`config.mk`:
```
export PLATFORM = sky130hd
export DESIGN_NAME = led_pulse_driver
export DESIGN_NICKNAME = d
export VERILOG_FILES = /design/src/rtl/led_drv_pkg.sv /design/src/rtl/led_pwm.sv /design/src/rtl/led_pulse_driver.sv
export SDC_FILE = /design/constraint.sdc
export NUM_CORES = 1
export LEC_CHECK = 0
export CAP_MARGIN = 15
export CORE_UTILIZATION = 44
export CTS_CLUSTER_DIAMETER = 150
export DETAILED_ROUTE_END_ITERATION = 16
export SYNTH_ARGS = -nofsm -noshare
export SYNTH_HDL_FRONTEND = slang
export SYNTH_SLANG_ARGS = --single-unit
export TNS_END_PERCENT = 100
```
`constraint.sdc`:
```
create_clock -name CLK -period 7.2 [get_ports CLK]
set_clock_uncertainty 0.1 [all_clocks]
set_input_delay 1.44 -clock CLK [delete_from_list [all_inputs] [get_ports CLK]]
set_output_delay 1.44 -clock CLK [all_outputs]
set_load 0.02 [all_outputs]
```
`src/rtl/led_drv_pkg.sv`:
```
// Shared types for the LED pulse driver: FSM state encoding, MODE codes and
// a compile-time helper for sizing the stretch/gap down-counter.
package led_drv_pkg;

  typedef enum logic [2:0] {
    StIdle,
    StLit,
    StGap,
    StBlinkOn,
    StBlinkOff
  } led_state_e;

  localparam logic [1:0] MODE_OFF   = 2'b00;
  localparam logic [1:0] MODE_ON    = 2'b01;
  localparam logic [1:0] MODE_ACT   = 2'b10;
  localparam logic [1:0] MODE_BLINK = 2'b11;

  function automatic int unsigned max_u(input int unsigned a, input int unsigned b);
    return (a > b) ? a : b;
  endfunction

endpackage

```
`src/rtl/led_pwm.sv`:
```
// Free-running PWM counter with a duty compare; on-fraction is duty / 2^PWM_W.
module led_pwm #(
  parameter int unsigned PWM_W = 4
) (
  input  logic             i_clk,
  input  logic             i_rst,
  input  logic [PWM_W-1:0] i_duty,
  output logic             o_pwm_on
);

  logic [PWM_W-1:0] r_cnt;

  always_ff @(posedge i_clk) begin
    if (i_rst) begin
      r_cnt <= '0;
    end else begin
      r_cnt <= r_cnt + PWM_W'(1);
    end
  end

  assign o_pwm_on = (r_cnt < i_duty);

endmodule

```
`src/rtl/led_pulse_driver.sv`:
```
// Activity LED driver: stretches EVENT strobes into visible pulses with a
// forced-off gap, plus ON/OFF/BLINK modes, all dimmed by a PWM stage.
module led_pulse_driver
  import led_drv_pkg::*;
#(
  parameter int unsigned STRETCH_CYCLES = 1000000,
  parameter int unsigned GAP_CYCLES     = 250000,
  parameter int unsigned PWM_W          = 4
) (
  input  logic             CLK,
  input  logic             RST,
  input  logic             EVENT,
  input  logic [1:0]       MODE,
  input  logic [PWM_W-1:0] DUTY,
  output logic             A,
  output logic             BUSY
);

  localparam int unsigned CNT_W = $clog2(max_u(STRETCH_CYCLES, GAP_CYCLES) + 1);
  localparam logic [CNT_W-1:0] STRETCH_LOAD = CNT_W'(STRETCH_CYCLES - 1);
  localparam logic [CNT_W-1:0] GAP_LOAD     = CNT_W'(GAP_CYCLES - 1);

  led_state_e       r_state, w_state_d;
  logic [CNT_W-1:0] r_cnt, w_cnt_d;
  logic             r_pend, w_pend_d;
  logic [1:0]       r_mode;
  logic             r_a;
  logic             w_lit;
  logic             w_pwm_on;
  logic             w_cnt_zero;

  led_pwm #(
    .PWM_W (PWM_W)
  ) u_pwm (
    .i_clk    (CLK),
    .i_rst    (RST),
    .i_duty   (DUTY),
    .o_pwm_on (w_pwm_on)
  );

  assign w_cnt_zero = (r_cnt == '0);

  always_comb begin
    w_state_d = r_state;
    w_cnt_d   = r_cnt;
    w_pend_d  = r_pend;
    // A mode change aborts whatever is in flight; the new mode starts from IDLE.
    if (MODE != r_mode) begin
      w_state_d = StIdle;
      w_cnt_d   = '0;
      w_pend_d  = 1'b0;
    end else begin
      unique case (r_state)
        StIdle: begin
          if (MODE == MODE_ACT && EVENT) begin
            w_state_d = StLit;
            w_cnt_d   = STRETCH_LOAD;
            w_pend_d  = 1'b0;
          end else if (MODE == MODE_BLINK) begin
            w_state_d = StBlinkOn;
            w_cnt_d   = STRETCH_LOAD;
          end
        end
        StLit: begin
          if (EVENT) begin
            w_cnt_d = STRETCH_LOAD;
          end else if (w_cnt_zero) begin
            w_state_d = StGap;
            w_cnt_d   = GAP_LOAD;
          end else begin
            w_cnt_d = r_cnt - CNT_W'(1);
          end
        end
        StGap: begin
          if (w_cnt_zero) begin
            w_pend_d = 1'b0;
            if (r_pend || EVENT) begin
              w_state_d = StLit;
              w_cnt_d   = STRETCH_LOAD;
            end else begin
              w_state_d = StIdle;
            end
          end else begin
            w_cnt_d  = r_cnt - CNT_W'(1);
            w_pend_d = r_pend | EVENT;
          end
        end
        StBlinkOn, StBlinkOff: begin
          if (w_cnt_zero) begin
            w_state_d = (r_state == StBlinkOn) ? StBlinkOff : StBlinkOn;
            w_cnt_d   = STRETCH_LOAD;
          end else begin
            w_cnt_d = r_cnt - CNT_W'(1);
          end
        end
        default: begin
          w_state_d = StIdle;
          w_cnt_d   = '0;
          w_pend_d  = 1'b0;
        end
      endcase
    end
  end

  assign w_lit = (r_state == StLit) || (r_state == StBlinkOn) || (MODE == MODE_ON);

  always_ff @(posedge CLK) begin
    if (RST) begin
      r_state <= StIdle;
      r_cnt   <= '0;
      r_pend  <= 1'b0;
      r_mode  <= MODE_OFF;
      r_a     <= 1'b0;
    end else begin
      r_state <= w_state_d;
      r_cnt   <= w_cnt_d;
      r_pend  <= w_pend_d;
      r_mode  <= MODE;
      r_a     <= w_lit & w_pwm_on;
    end
  end

  assign A    = r_a;
  assign BUSY = (r_state == StLit) || (r_state == StGap);

endmodule

```
==> metrics.md <==
| Metric | Value |
|---|---|
| TNS Setup | `0 ns` |
| Number of synthesized flops with an enable pin | `0` |
| Total Routing Usage GR | `21.3%` |
| # Max-Cap Violations | `0` |
| ANT nets after route | `0` |
| Worst R2R Setup Slack | `around 4.3 ns` |
| Critical-path cell list | `clkdlybuf4s50_1 -> or3_1 -> nor4_1 -> a21o_1 -> o21ai_1 -> a21oi_1` |
| Setup crit start | `EVENT` |
| Min-Delay Startpoint | `u_pwm.r_cnt[0]` |
| Ys async rst share | `0%` |
| CTS root buf | `clkbuf_8` |
| I/O Buffers | `10` |
| Period utilization | `about half` |
| Core area | `roughly 4400 um2` |
| Max Slew Vio Count | `0` |
| Worst-Margin Slew | `0.916 ns` |
| Worst-path clk slew | `about 0.06 ns` |
| Crit end category | `register` |
| Bufs and invs on worst path | `1` |
| Leading area contributor after synthesis | `dfxtp_1` |
| Hold Path Class | `register to register` |
| Fmax | `~270 MHz` |
| Cell area after layout | `2210 um2` |
| Synth top area share | `30.7%` |
| Pwr Density | `216 nW/um2` |
| Area Growth Syn to Fin | `9.60%` |
| Final Hold Vio Count | `0` |
| Cell variety after synth | `57` |
| Gr busiest metal | `met2` |
| Syn_nets | `about 260` |
| Starting Density | `46.1%` |
| Worst EP required | `7.31 ns` |
| Share of cells above drive strength 1 | `9.09%` |
| Minimum clock period after layout | `3.65 ns` |
| Largest net degree at the start of global routing | `21` |
| Clock buffer depth | `2` |
| Clock latency on the worst-skew pair | `0.28 ns` |
| GR Layer Usage met3 | `between 4 and 5%` |
| Vias in the first global route | `1,732` |
| GPL Wtd Cong | `0.787` |
| DR pass1 iterations | `4` |
| Crit start category | `input port` |
| Register area share after synthesis | `30.7%` |
| First-pass GRT wire length | `8.29 mm` |
| Drt wl/cell | `15.6 um` |
| Crit Path Category | `input port to register` |
| Slowest CP cell | `a21o_1` |
| R2r worst-path depth | `5` |
| Placed cell area | `roughly 2100 um2` |
| Die width | `69.8 um` |
| YS warnings | `0` |
| CTS tree | `yes` |
| Worst slew margin | `a little under two fifths` |
| Remaining DRCs | `0` |
| Outcome | `complete, no violations` |
| Ys flop type | `dfxtp_1` |
| NumNets Final | `267` |
| Iter 0 DRT Violations | `129` |
| Commonest non-fill, non-tap cell in the layout | `dfxtp_1` |
| CP arrival | `3.76 ns` |
| Finished Core Util | `50.5%` |
| DP HPWL | `3.45 mm` |
| Setup-failing EPs final | `0` |
| Vias/cell | `6.13` |
| ANT cells | `0` |
| Critical Path Stages | `6` |
| Lkg Pwr | `0.900 nW` |
| Unrepaired setup endpoints after global routing | `false` |
| Leading cell types in the layout, fill and taps excluded | `dfxtp_1, nor2_1, nand2_1` |
| Total Routed Length | `about 4.8 mm` |
| Number of antenna violations at the first check in global routing | `0` |
| Synthesis-stage register bit count | `31` |
| Die H | `69.8 um` |
| Mapped Area | `2020 um2` |
| Placed Instances | `just under 300` |
| Cells after synthesis | `244` |
| Number of clock sinks | `31` |
| Post-CTS setup buffers | `0` |
| Hold buffers post-CTS | `0` |
| Tot Pwr | `479 uW` |
| RR Startpoint | `r_cnt[8]` |
| CP max FO | `20` |
| Synth area leaders | `dfxtp_1, a21oi_1, nor2_1` |
| Via Count | `1,870` |
| Avg Inst Size Synth | `8.28 um2` |
| GR Overflow Total | `0` |
| Die area | `4870 um2` |
| H-tree level count | `2` |
| Grt met1 use | `30.0%` |
| Post-cts sizing count | `0` |
| TritonCTS Buffers | `5` |
| Largest delay contributor family on the critical path | `compound AO/OA/AOI/OAI gates` |
| Hold Path Stages | `1` |
| I/O pins | `11` |
| Final std cells w/o fill | `around 300` |
| M2 GR Usage | `between 30% and 40%` |
| Max incr delay on CP | `0.58 ns` |
| Cell row count | `24` |
| Max rail drop VDD | `101 uV` |
## worst reg2reg max path, cell delays in order (launching register included)
cell     delay (ns)
dfxtp_1        0.39
or4_4          0.59
nor4_4         0.69
a21o_1         0.59
o21ai_1        0.29
a21oi_1        0.18
## state kept, by name (all words and copies together), names as in the netlist
| signal | flops |
|---|---|
| r_cnt | 20 |
| r_mode | 2 |
| r_pend | 1 |
| u_pwm.r_cnt | 4 |
| A | 1 |
| r_state | 3 |
## final cells by class
cell class | instances | area [um2]
clock buffers | 8 | 100
fillers | 424 | 2170
well taps | 52 | 65.1
repair buffers | 11 | 108
flip-flops and latches | 31 | 621
inverters | 6 | 22.5
multi-input cells | 197 | 1300
## cells by family (layout without fill, tap and decap cells)
| logic type | Yosys count | count (layout) | synth area share [%] |
|---|---|---|---|
| and+or+nand+nor | 104 | 104 | 29.2 |
| xor gates and xnor gates | 6 | 6 | 2.60 |
| DFF | 31 | 31 | 30.7 |
| adders and majority gates | 6 | 6 | 3.72 |
| muxes | 1 | 1 | 0.495 |
| AOI/OAI and AO/OA | 80 | 80 | 28.2 |
| buffers and inverters | 16 | 25 | 5.01 |
## routing by layer
metal	routed length (um)	vias to the layer above
met1	2410	878
met2	2040	44
met4	92	0
li1	-	939
met5	0	-
met3	216	9
## metrics by stage
stage | setup WS [ns] | hold slack, ns
floorplan | 4.17 | 0.325
global placement | 3.33 | 0.347
detailed placement | 3.27 | 0.358
CTS | 3.56 | 0.374
global route | 3.30 | 0.390
finish | 3.55 | 0.363
## cell usage after synthesis, drive strengths merged, types with 2 or more instances
library cell,n
o41ai,3
nand2b,4
clkbuf,5
ha,6
o311ai,2
or3,9
or2,4
nand3,7
inv,6
dfxtp,31
o31ai,4
o21a,3
nor2b,7
nor4,7
a32o,2
and2,4
o211a,3
o211ai,6
a21o,4
a21oi,18
o31a,2
nor3,7
nand2,19
nand4,2
xor2,3
a22oi,2
o21ai,15
buf,5
a211o,4
a31oi,5
or4,6
xnor2,3
a31o,2
nor2,21
## worst paths after layout
kind,end
min reg2reg,u_pwm.r_cnt[0]
min,u_pwm.r_cnt[0]
max,r_cnt[11]
max reg2reg,r_cnt[11]
## where the power goes
part           switching [mW]  total [mW]  internal [mW]
logic                  0.0865       0.139         0.0528
clock network          0.0640       0.151         0.0872
registers             0.00970       0.189          0.179
(Power assumes the default switching activity.)
